<file path="src/rtl/seqmul_pkg.sv">
// Shared types and helpers for the sequential shift-add multiplier.
// Holds the controller state encoding and the counter-width function.
package seqmul_pkg;

  typedef enum logic [1:0] {
    IDLE = 2'd0,
    RUN  = 2'd1,
    DONE = 2'd2
  } state_t;

  // Ceiling log2, used to size the iteration counter (WIDTH >= 2 gives >= 1 bit).
  function automatic int clog2(input int value);
    int result;
    result = 0;
    for (int v = value - 1; v > 0; v = v >> 1) begin
      result++;
    end
    return result;
  endfunction

endpackage

</file>
<file path="src/rtl/seq_multiplier_if.sv">
// Operand/result handshake bundle for seq_multiplier (acc exists only with SEQMUL_ACC_EN).
// master = producer/consumer side, slave = the multiplier.
interface seq_multiplier_if #(parameter int WIDTH = 8);

  logic                 in_valid;
  logic                 in_ready;
  logic [WIDTH-1:0]     a;
  logic [WIDTH-1:0]     b;
  logic                 signed_mode;
`ifdef SEQMUL_ACC_EN
  logic                 acc;
`endif
  logic                 busy;
  logic                 out_valid;
  logic                 out_ready;
  logic [2*WIDTH-1:0]   p;

`ifdef SEQMUL_ACC_EN
  modport master (
    output in_valid, a, b, signed_mode, acc, out_ready,
    input  in_ready, busy, out_valid, p
  );

  modport slave (
    input  in_valid, a, b, signed_mode, acc, out_ready,
    output in_ready, busy, out_valid, p
  );
`else
  modport master (
    output in_valid, a, b, signed_mode, out_ready,
    input  in_ready, busy, out_valid, p
  );

  modport slave (
    input  in_valid, a, b, signed_mode, out_ready,
    output in_ready, busy, out_valid, p
  );
`endif

endinterface

</file>
<file path="src/rtl/seqmul_addsub.sv">
// Combinational accumulator update: adds or subtracts the shifted, extended
// multiplicand. Subtraction is used for the sign bit of a two's-complement multiplier.
module seqmul_addsub #(
  parameter int PW = 16
) (
  input  logic [PW-1:0] accum,
  input  logic [PW-1:0] addend,
  input  logic          sub,
  output logic [PW-1:0] result
);

  assign result = sub ? (accum - addend) : (accum + addend);

endmodule

</file>
<file path="src/rtl/seq_multiplier.sv">
// Sequential shift-add WIDTH x WIDTH multiplier, one partial product per clock.
// Optional multiply-accumulate (acc port, preload from p) is enabled by SEQMUL_ACC_EN.
module seq_multiplier
  import seqmul_pkg::*;
#(
  parameter int WIDTH = 8
) (
  input  logic             clk,
  input  logic             rst,
  seq_multiplier_if.slave  bus
);

  localparam int PW = 2 * WIDTH;
  localparam int CW = clog2(WIDTH);

  state_t           state_q, state_d;
  logic [WIDTH-1:0] a_q, a_d;
  logic [WIDTH-1:0] b_q, b_d;
  logic             signed_q, signed_d;
  logic [CW-1:0]    cnt_q, cnt_d;
  logic [PW-1:0]    accum_q, accum_d;
  logic [PW-1:0]    p_q, p_d;

  logic [PW-1:0]    a_ext;
  logic [PW-1:0]    addend;
  logic [PW-1:0]    sum;
  logic             last_iter;
  logic             acc_req;

`ifdef SEQMUL_ACC_EN
  assign acc_req = bus.acc;
`else
  assign acc_req = 1'b0;
`endif

  assign a_ext     = signed_q ? {{WIDTH{a_q[WIDTH-1]}}, a_q} : {{WIDTH{1'b0}}, a_q};
  assign last_iter = (cnt_q == CW'(WIDTH - 1));
  assign addend    = b_q[cnt_q] ? (a_ext << cnt_q) : '0;

  // In signed mode the multiplier's MSB carries weight -2^(W-1), hence the subtract.
  seqmul_addsub #(.PW(PW)) u_addsub (
    .accum  (accum_q),
    .addend (addend),
    .sub    (signed_q & last_iter),
    .result (sum)
  );

  always_comb begin
    state_d  = state_q;
    a_d      = a_q;
    b_d      = b_q;
    signed_d = signed_q;
    cnt_d    = cnt_q;
    accum_d  = accum_q;
    p_d      = p_q;
    case (state_q)
      IDLE: begin
        if (bus.in_valid) begin
          a_d      = bus.a;
          b_d      = bus.b;
          signed_d = bus.signed_mode;
          accum_d  = acc_req ? p_q : '0;
          cnt_d    = '0;
          state_d  = RUN;
        end
      end
      RUN: begin
        accum_d = sum;
        cnt_d   = cnt_q + 1'b1;
        if (last_iter) begin
          p_d     = sum;
          cnt_d   = '0;
          state_d = DONE;
        end
      end
      DONE: begin
        if (bus.out_ready) begin
          state_d = IDLE;
        end
      end
      default: state_d = IDLE;
    endcase
  end

  always_ff @(posedge clk) begin
    if (rst) begin
      state_q  <= IDLE;
      a_q      <= '0;
      b_q      <= '0;
      signed_q <= 1'b0;
      cnt_q    <= '0;
      accum_q  <= '0;
      p_q      <= '0;
    end else begin
      state_q  <= state_d;
      a_q      <= a_d;
      b_q      <= b_d;
      signed_q <= signed_d;
      cnt_q    <= cnt_d;
      accum_q  <= accum_d;
      p_q      <= p_d;
    end
  end

  assign bus.in_ready  = (state_q == IDLE);
  assign bus.busy      = (state_q == RUN);
  assign bus.out_valid = (state_q == DONE);
  assign bus.p         = p_q;

endmodule

</file>
<file path="src/flat_wrapper.sv">
// flat-port wrapper written by rule: the top's interface ports become plain ports
module seq_multiplier_flat import seqmul_pkg::*;
#(
  parameter int WIDTH = 8
)
  (clk, rst, bus_in_valid, bus_a, bus_b, bus_signed_mode, bus_out_ready, bus_in_ready, bus_busy, bus_out_valid, bus_p);
  seq_multiplier_if #(.WIDTH(WIDTH)) bus_i ();
  input  logic clk;
  input  logic rst;
  input wire logic [$bits(bus_i.in_valid)-1:0] bus_in_valid;
  input wire logic [$bits(bus_i.a)-1:0] bus_a;
  input wire logic [$bits(bus_i.b)-1:0] bus_b;
  input wire logic [$bits(bus_i.signed_mode)-1:0] bus_signed_mode;
  input wire logic [$bits(bus_i.out_ready)-1:0] bus_out_ready;
  output wire logic [$bits(bus_i.in_ready)-1:0] bus_in_ready;
  output wire logic [$bits(bus_i.busy)-1:0] bus_busy;
  output wire logic [$bits(bus_i.out_valid)-1:0] bus_out_valid;
  output wire logic [$bits(bus_i.p)-1:0] bus_p;
  assign bus_i.in_valid = bus_in_valid;
  assign bus_i.a = bus_a;
  assign bus_i.b = bus_b;
  assign bus_i.signed_mode = bus_signed_mode;
  assign bus_i.out_ready = bus_out_ready;
  assign bus_in_ready = bus_i.in_ready;
  assign bus_busy = bus_i.busy;
  assign bus_out_valid = bus_i.out_valid;
  assign bus_p = bus_i.p;
  seq_multiplier #(.WIDTH(WIDTH)) u_core (.clk(clk), .rst(rst), .bus(bus_i));
endmodule
</file>
<file path="config.mk">
export PLATFORM = sky130hd
export DESIGN_NAME = seq_multiplier_flat
export DESIGN_NICKNAME = d
export VERILOG_FILES = /design/src/rtl/seqmul_pkg.sv /design/src/rtl/seq_multiplier_if.sv /design/src/rtl/seqmul_addsub.sv /design/src/rtl/seq_multiplier.sv /design/src/flat_wrapper.sv
export SDC_FILE = /design/constraint.sdc
export NUM_CORES = 1
export LEC_CHECK = 0
export BUFFER_PORTS_ARGS = -buffer_cell sky130_fd_sc_hd__buf_4
export CAP_MARGIN = 20
export CELL_PAD_IN_SITES_DETAIL_PLACEMENT = 0
export CELL_PAD_IN_SITES_GLOBAL_PLACEMENT = 1
export CORE_MARGIN = 4
export CORE_UTILIZATION = 39
export DETAILED_ROUTE_END_ITERATION = 10
export GPL_ROUTABILITY_DRIVEN = 0
export GPL_TIMING_DRIVEN = 0
export PLACE_DENSITY = 0.8
export SYNTH_ARGS = -nofsm -noshare
export SYNTH_HDL_FRONTEND = slang
export SYNTH_HIERARCHICAL = 1
export SYNTH_SLANG_ARGS = --single-unit
</file>
<file path="constraint.sdc">
create_clock -name clk -period 4 [get_ports clk]
set_input_delay 0.4 -clock clk [delete_from_list [all_inputs] [get_ports clk]]
set_output_delay 0.4 -clock clk [all_outputs]
set_load 0.01 [all_outputs]
</file>
==> results.ini <==
[status]
status = finished clean

[floorplanning]
start_util_pct = 40.8
fp.dieArea_um2 = 10300
num_rows = 33
die_w_um = 101
coreArea_um2 = 8340
fp.dieH_um = 101
io_pins = 40

[pwr]
power.density_nw_per_um2 = 486
vdd_drop_max_v = 0.000186
p_leak_nw = 1.57

[timing]
finalMaxSlewViolations = 0
hold_violations = 0
fin_crit_sh_pct = 97.3
clock-skew-final_ns = 0.00597
rsz0062_at_grt = yes
setup_violations = 0
period_minus_slack_ns = 3.89
max_slew_margin_pct = 56.3
fmax_ghz = 0.257
worstMarginPinSlew_ns = 0.656
layout_setup_ws_ns = 0.107

[grt]
grt_max_degree = 18
grt_pass1_vias = 2910
grt_pass1_wl_um = 14000
overflow = 0
antenna_found_initial = 0
grtUsageTotal_pct = 17.0

[yosys]
synth_top_cell_by_area = dfxtp_1
synth_area_um2 = 3400
synth_flop_cell = dfxtp_1
syn_nets = 477
async_flop_share_pct = 0
synth_seq_cells = 54
synth.top_cells.by_area = dfxtp_1 32%, a21oi_1 10%, nand2_1 10%
synth_edf_count = 0
synth_cell_types = 51
yosys_warnings = 6
synth_top_area_share_pct = 31.8
yosys.cell_count.top_type = nand2_1
synthTopCellsByCount = 93 x nand2_1, 71 x a21oi_1, 54 x dfxtp_1
ys_seq_area_share_pct = 31.8
syn-instance-count = 437
syn_area_per_cell_um2 = 7.78

[worst_setup_path]
crit_path_cell_trace = mux2_4 > a22oi_4 > buf_6 > nor3_2 > inv_1 > ha_2 > nand2b_1 > or4_4 > nor3_4 > nor2_1 > xnor2_1 > ha_1 > nand4_1 > o22a_2 > or3_4 > a31oi_4 > xnor2_2 > nand2_1 > a21oi_2
start_kind = flop
crit_fanout = 5
arrival_ns = 4.14
startpoint = u_core/cnt_q[1]
reg2reg_slack_ns = 0.11
critical-path-max-stage-delay_ns = 0.45
cp_slowest_cell = or4_4
path_class = reg2reg
r2r-end = u_core/accum_q[12]
r2r_start = u_core/cnt_q[1]
ff2ff_path_depth = 19
crit_path_end_kind = flop
cp.required_ns = 4.25

[clocking]
cts_buffers = 5
clock_sinks = 54
clkLatencyLatePin_ns = 0.32
cts.clk_slew.worst_paths_ns = 0.10
cts_tree = yes
clockBufferDepth = 2
cts-root-buf = clkbuf_8
htree_levels = 2

[final_layout]
drive_above_1_share_pct = 24.0
syn_to_final_growth_pct = 23.3
final_nets = 530
num_antenna_cells = 0
final_util_pct = 50.3

[min_path]
hp-class = in2reg
min_to = u_core/b_q[3]
holdCritStartpoint = bus_b[3]
worstHoldPathCells = 3

[placed_design]
place_hpwl_um = 6490
post-place-ws_ns = -0.428
port_buffers = 38

[drt]
drc = 0
detail_route.wirelength_um = 8550
drtPass1Iterations = 4
drt-initial-drc-count = 122
drtAntennaViolNets = 0
routedWlPerCell_um = 14.3
vias = 3142
via_per_inst = 5.27

[run]
cap_violations = 0

placed cells by master (no fill, tap or decap), types with 8 or more instances in the layout:
cell type / n
clkbuf_1: 9
nand3_1: 19
dfxtp_1: 53
nor2_1: 21
buf_4: 47
a21oi_1: 68
ha_1: 14
xnor2_1: 20
buf_2: 8
mux2_2: 8
inv_1: 9
nand2_1: 92
nand2b_1: 8
through the flow:
| step | TNS [ns] | power [W] | cell area [um2] | hold WS [ns] | instances |
|---|---|---|---|---|---|
| after floorplan | 0 | 0.00128 | 3400 | 0.433 | 437 |
| after global placement | -2.13 | 0.00145 | 3820 | 0.442 | 580 |
| after detailed placement | -2.75 | 0.00147 | 3820 | 0.448 | 580 |
| after CTS | 0 | 0.00194 | 4050 | 0.304 | 593 |
| after global routing | -0.482 | 0.00217 | 4190 | 0.300 | 596 |
| final | 0 | 0.00204 | 4190 | 0.316 | 596 |
worst max-delay path, delay by kind of cell, from the launching register on:
kind,cells,cell delay (ns)
multiplexers,1,0.32
buffers and inverters,2,0.22
adder cells (fa/ha/maj),2,0.54
AND/OR/NAND/NOR,8,1.32
AO/OA/AOI/OAI,4,0.76
XOR/XNOR,2,0.27
flip-flops,1,0.39
timing repair:
| item | CTS | global route |
|---|---|---|
| setup buffers | 5 | 3 |
| setup endpoints to repair | 12 | 11 |
| hold buffers | 0 | 0 |
| pin swaps | 6 | 13 |
| resized for setup | 16 | 31 |
flip-flops by register name (all words and copies together), names as in the netlist:
name / cells
u_core/a_q: 8
u_core/accum_q: 16
u_core/b_q: 8
u_core/bus.p: 16
u_core/cnt_q: 3
u_core/signed_q: 1
u_core/state_q: 2
metal layers:
layer  vias to the layer above  share of wire, %  GRT usage, %  wire [um]
met5                         -                 0             0          0
met4                         0               1.8          5.73        157
met3                        11               4.0          3.44        340
met2                        60                47          27.6       3980
met1                      1445                48          22.5       4070
li1                       1626                 -             -          -
cell families (layout without fill, tap and decap cells):
group / count (synthesis) / after routing / share of synthesized area (%)
compound gates: 111 / 111 / 19.7
fa+ha+maj: 19 / 19 / 7.21
xor+xnor: 29 / 29 / 7.47
mux: 21 / 21 / 6.55
simple gates: 167 / 167 / 22.2
flops: 54 / 54 / 31.8
buf+inv: 36 / 90 / 5.08
cell type report:
cell class,instances,area [um2]
clock inverter,3,45.0
clock buffer,5,68.8
sequential,54,1080
buffer,25,150
fill,837,4150
timing repair buffer,46,345
tap,105,131
inverter,11,41.3
multi-input combinational,347,2330
power by group:
part	internal [W]	total [W]	switching [W]	leakage, nW
combinational	0.000481	0.00104	0.000564	1.08
sequential	0.000583	0.000612	0.0000298	0.440
clock	0.000187	0.000380	0.000193	0.0504
total	0.00125	0.00204	0.000787	1.57
worst max-delay path by stage:
stage	to	cells after the start
floorplan	u_core/bus.p[12]	19
global placement	u_core/bus.p[15]	18
detailed placement	u_core/bus.p[15]	18
CTS	u_core/accum_q[12]	19
global route	u_core/bus.p[12]	16
finish	u_core/accum_q[12]	19
Note: power is estimated with default switching activity, not from simulation.
